File: config.mk
export PLATFORM = sky130hd
export DESIGN_NAME = addsub_serial_seq
export DESIGN_NICKNAME = d
export VERILOG_FILES = /design/src/rtl/addsub_serial_seq.sv
export SDC_FILE = /design/constraint.sdc
export NUM_CORES = 1
export LEC_CHECK = 0
export ABC_AREA = 1
export BUFFER_PORTS_ARGS = -buffer_cell sky130_fd_sc_hd__buf_2
export CORE_AREA = 8 8 77 106
export CTS_CLUSTER_SIZE = 10
export DETAILED_ROUTE_END_ITERATION = 10
export DIE_AREA = 0 0 85 114
export GPL_TIMING_DRIVEN = 0
export PLACE_DENSITY_LB_ADDON = 0.05
export RECOVER_POWER = 25
export SYNTH_ARGS = -nofsm -noshare
export SYNTH_HDL_FRONTEND = slang
export SYNTH_HIERARCHICAL = 1
export SYNTH_SLANG_ARGS = --single-unit
File: constraint.sdc
create_clock -name clk -period 3.6 [get_ports clk]
set_input_delay 0.72 -clock clk [delete_from_list [all_inputs] [get_ports clk]]
set_output_delay 0.72 -clock clk [all_outputs]
set_load 0.01 [all_outputs]
File: src/rtl/addsub_serial_seq.sv
// Serial WIDTH-bit add/subtract: one shared 4-bit slice, sequenced over WIDTH/4 cycles,
// least-significant nibble first, with valid/ready on both the request and result sides.

module addsub_nibble_slice (
    input  logic [3:0] a,
    input  logic [3:0] b,
    input  logic       mode,
    input  logic       cin,
    output logic [3:0] sum,
    output logic       cout,
    output logic       c3
);

    logic [3:0] bx;
    logic [3:0] low;

    always_comb begin
        bx          = b ^ {4{mode}};
        {cout, sum} = {1'b0, a} + {1'b0, bx} + {4'b0, cin};
        // carry into bit 3 feeds the signed-overflow flag on the last slice
        low         = {1'b0, a[2:0]} + {1'b0, bx[2:0]} + {3'b0, cin};
        c3          = low[3];
    end

endmodule

module addsub_serial_seq #(
    parameter int WIDTH = 16
) (
    input  logic             clk,
    input  logic             rst_n,
    input  logic             req_valid,
    output logic             req_ready,
    input  logic [WIDTH-1:0] op_a,
    input  logic [WIDTH-1:0] op_b,
    input  logic             mode,
    output logic             res_valid,
    input  logic             res_ready,
    output logic [WIDTH-1:0] result,
    output logic             carry_out,
    output logic             overflow,
    output logic             busy
);

    localparam int N  = WIDTH / 4;
    localparam int IW = (N > 1) ? $clog2(N) : 1;

    typedef enum logic [1:0] {
        IDLE = 2'd0,
        RUN  = 2'd1,
        DONE = 2'd2
    } state_t;

    state_t state_q;
    state_t state_d;

    logic [WIDTH-1:0] a_q;
    logic [WIDTH-1:0] b_q;
    logic [WIDTH-1:0] result_q;
    logic             mode_q;
    logic             carry_q;
    logic             co_q;
    logic             ov_q;
    logic [IW-1:0]    idx_q;

    logic [IW+1:0] bit_base;
    logic [3:0]    a_nib;
    logic [3:0]    b_nib;
    logic [3:0]    sum_nib;
    logic          c_out;
    logic          c_msb_in;
    logic          accept;
    logic          last;
    logic          retire;

    always_comb begin
        bit_base = {idx_q, 2'b00};
        a_nib    = a_q[bit_base +: 4];
        b_nib    = b_q[bit_base +: 4];
    end

    addsub_nibble_slice u_slice (
        .a    (a_nib),
        .b    (b_nib),
        .mode (mode_q),
        .cin  (carry_q),
        .sum  (sum_nib),
        .cout (c_out),
        .c3   (c_msb_in)
    );

    assign last   = (idx_q == IW'(N - 1));
    assign accept = (state_q == IDLE) && req_valid;
    assign retire = (state_q == DONE) && res_ready;

    always_ff @(posedge clk or negedge rst_n) begin
        if (!rst_n) begin
            state_q <= IDLE;
        end else begin
            state_q <= state_d;
        end
    end

    always_comb begin
        state_d = state_q;
        unique case (state_q)
            IDLE:    if (req_valid) state_d = RUN;
            RUN:     if (last) state_d = DONE;
            DONE:    if (res_ready) state_d = IDLE;
            default: state_d = IDLE;
        endcase
    end

    always_ff @(posedge clk or negedge rst_n) begin
        if (!rst_n) begin
            a_q      <= '0;
            b_q      <= '0;
            mode_q   <= 1'b0;
            carry_q  <= 1'b0;
            idx_q    <= '0;
            result_q <= '0;
            co_q     <= 1'b0;
            ov_q     <= 1'b0;
        end else if (accept) begin
            a_q     <= op_a;
            b_q     <= op_b;
            mode_q  <= mode;
            carry_q <= mode;
            idx_q   <= '0;
        end else if (state_q == RUN) begin
            result_q[bit_base +: 4] <= sum_nib;
            carry_q <= c_out;
            if (last) begin
                co_q  <= c_out;
                ov_q  <= c_msb_in ^ c_out;
                idx_q <= '0;
            end else begin
                idx_q <= idx_q + 1'b1;
            end
        end
    end

    assign req_ready = (state_q == IDLE);
    assign res_valid = (state_q == DONE);
    assign busy      = (state_q != IDLE);
    assign result    = result_q;
    assign carry_out = co_q;
    assign overflow  = ov_q;

    logic unused_retire;
    assign unused_retire = retire;

endmodule

==> impl_metrics.py <==
metrics = {
    "outcome": {
        "status": "finished, final reports clean",
    },
    "setup_path": {
        "crit_path_cells": "inv_2, buf_2, nor2_1, nor2_1, o21ai_0, nand2_1, xor2_1, fa_1, fa_1, a21oi_1, o21bai_1, xnor2_1, o21ai_0",
        "arrival_ps": 3120,
        "r2r_setup_slack_ps": 680,
        "crit-reg2reg-launch": "idx_q[0]",
        "timing.critical_path.to": "overflow",
        "largest_stage_delay_worst_path_ps": 480,
        "timing.critical_path.from_type": "flip-flop",
        "reg2regPathDepth": 13,
        "timing.critical_path.from": "idx_q[0]",
        "worstPathRequired_ps": 3800,
        "cp_max_fo": 10,
        "critical_path.reg2reg.endpoint": "overflow",
        "critical_path_class": "flip-flop to flip-flop",
        "worstSetupEndpointType": "flip-flop",
        "critical-path-slowest-cell": "dfrtp_1",
    },
    "die": {
        "die_w_um": 85,
        "die_area_sq_um": 9690,
        "dieHeight_um": 114,
        "fp-row-count": 35,
        "floorplan.core_area_sq_um": 6530,
        "ios": 58,
        "start_util_pct": 43.6,
    },
    "routing": {
        "drt-initial-drc-count": 63,
        "route.detailed.vias_per_inst": 4.78,
        "dr_vias": 2318,
        "wl_per_cell_um": 13.3,
        "antenna_violating_nets_post_route": 0,
        "wirelength_um": 6430,
        "remaining_drc_errors": 0,
        "dr.pass1.iters": 4,
    },
    "synth": {
        "synthesis.area_sq_um": 2850,
        "synthesis.area_per_instance_sq_um": 8.23,
        "yosys.area.top_type_share_pct": 49.2,
        "postSynthRegisterBits": 56,
        "synth_warnings": 6,
        "post_synth_main_area_contributors": "dfrtp_1, nand2_1, ha_1",
        "count_of_mapped_cells_out_of_synthesis": 346,
        "synth.net_count": 393,
        "synth_top_cell_by_area": "dfrtp_1",
        "synth_seq_area_share_pct": 49.2,
        "ys_types": 27,
    },
    "final_layout": {
        "multi_input_area_sq_um": 1250,
        "seqCellArea_sq_um": 1400,
        "nets_final": 457,
        "num_antenna_cells": 0,
        "finalCoreUtilization_pct": 51.1,
        "stdcell_count": 485,
        "layout.cells.most_common_list": "nand2_1, buf_2, dfrtp_1",
        "n_fill_cell": 689,
        "share_of_post_route_cells_with_drive_strength_above_1_pct": 23.4,
        "layout_commonest_cell": "nand2_1",
        "finalInstanceArea_sq_um": 3330,
        "area.growth.synth_to_final_pct": 17.1,
    },
    "place": {
        "placement.cell_area_sq_um": 3220,
        "placement.io_buffers": 57,
        "gp_congestion": 0.857,
        "worst_slack_placed_ps": 681,
        "detailedPlacementHpwl_um": 5030,
        "placed_cells": 477,
    },
    "timing": {
        "clock_skew_ps": 10.2,
        "final_period_minus_worst_setup_slack_ps": 2920,
        "max_slew_margin_pct": 7.85,
        "rsz0062_at_grt": "false",
        "slew_viol_final": 0,
        "timing.final.ws_setup_ps": 679,
        "setup_violations": 0,
        "report.final.hold_viol_count": 0,
        "max_freq_mhz": 342,
        "post-route-period-util_pct": 81.1,
        "timing.hold.ws_ps": 479,
        "worstMarginPinSlew_ps": 1380,
        "final.setup.tns_ps": 0,
    },
    "clock_tree": {
        "clkTransAtPathRegs_ps": 100,
        "number_of_buffers_created_by_cts": 5,
        "cts-root-to-sink-buffers": 2,
        "cts-hold-fix-buffers": 0,
        "level_count_of_the_clock_h_tree": 2,
        "post_cts.repair.setup_buffers": 0,
        "clock_insertion_delay_worst_skew_ps": 310,
        "tritoncts": "yes",
        "cts.root.buffer_cell": "clkbuf_8",
        "cts_repair_resize_count": 0,
        "tritoncts_num_sinks": 56,
    },
    "global_routing": {
        "use_met2_pct": 27.6,
        "number_of_antenna_violations_at_the_first_check_in_global_routing": 0,
        "grt_start_max_net_pins": 57,
        "use_met3_pct": 3.24,
        "global_route_wire_length_before_repair_um": 11000,
        "globalRouteTotalUtil_pct": 14.1,
        "grt_most_used_layer": "met2",
        "grtUsageMet1_pct": 14.3,
        "via_count_of_the_first_global_routing_pass": 2453,
        "grt_remaining_overflow": 0,
    },
    "power": {
        "pwr-share-comb_pct": 57.7,
        "power_report.internal_total_mw": 1.86,
        "netSwitchingFraction_pct": 46.3,
        "share_clk_of_total_power_pct": 11.9,
        "p_per_area_nw_per_um2": 1040,
        "worst_ir_drop_vdd_uv": 396,
        "power.share.sequential_pct": 30.4,
        "finalPower_mw": 3.46,
        "power_leakage_nw": 1.91,
        "switchingPower_mw": 1.60,
    },
    "job": {
        "max_cap_violations": 0,
    },
    "hold_path": {
        "hold_path.class": "flip-flop to flip-flop",
    },
}
==> state kept, by name, indices dropped and copies added, names as in the netlist <==
register and count:
a_q 16, b_q 16, result 16, idx_q 2, state_q 2, carry_out 1
carry_q 1, mode_q 1, overflow 1
==> worst min-delay path by stage <==
stage | start | endpoint | slack, ps | cells after the start
floorplan | rst_n | a_q[0] | 420 | 0
global placement | result[13] | result[13] | 460 | 2
detailed placement | a_q[3] | a_q[3] | 460 | 2
CTS | a_q[3] | a_q[3] | 490 | 2
global route | result[0] | result[0] | 500 | 2
finish | result[15] | result[15] | 480 | 2
==> worst max-delay path: cells and delay by family (launching register included) <==
family                     cells  cell delay [ps]
AOI/OAI and AO/OA              4              470
xor gates and xnor gates       2              380
adders and majority gates      2              850
buffers and inverters          2              370
DFF                            1              480
and+or+nand+nor                3              240
==> area by class of cell <==
| cell class | count | area share, % |
|---|---|---|
| clock inverters | 2 | 1.05 |
| repair buffers | 57 | 8.56 |
| clock buffers | 6 | 2.18 |
| inverters | 25 | 2.97 |
| flip-flops and latches | 56 | 42.1 |
| plain buffers | 12 | 2.85 |
| multi-input cells | 253 | 37.6 |
| well taps | 74 | 2.78 |
==> Yosys cell counts <==
cell and n:
inv_2 1, o211ai_1 8, xnor2_1 1, inv_1 22, xor2_1 5, nor2_8 1, inv_4 2, buf_6 5
nand4_1 1, nor3_2 1, o21bai_1 1, o31ai_1 1, buf_4 2, dfrtp_1 56, nor2_1 24, o21ai_0 11
fa_1 2, ha_1 8, nand2_4 1, nand2_1 166, o21ai_2 8, buf_2 4, a21oi_1 1, nor2_2 2
clkbuf_1 1, nand3_2 5, nand3_1 6
==> logic make-up (layout without fill, tap and decap cells) <==
logic type | after synthesis | after routing | share of synthesized area (%)
adder cells (fa/ha/maj) | 10 | 10 | 4.92
AND/OR/NAND/NOR | 207 | 207 | 30.0
AO/OA/AOI/OAI | 30 | 30 | 7.21
flip-flops | 56 | 56 | 49.2
XOR/XNOR | 6 | 6 | 1.85
buffers and inverters | 37 | 102 | 6.81
==> power groups by stage <==
stage | clock network [mW] | registers (mW) | logic [mW]
floorplan | 0 | 1.07 | 1.49
global placement | 0 | 1.07 | 2.02
detailed placement | 0 | 1.07 | 2.04
CTS | 0.419 | 1.06 | 2.05
global route | 0.440 | 1.09 | 2.30
finish | 0.411 | 1.05 | 2.00
==> per-layer routing <==
metal	part of all wire (%)	wire (um)
met3	3.9	251
met4	1.2	74
met1	39	2530
met2	56	3580
met5	0	0
No activity file was read; power rests on OpenSTA's default activity.
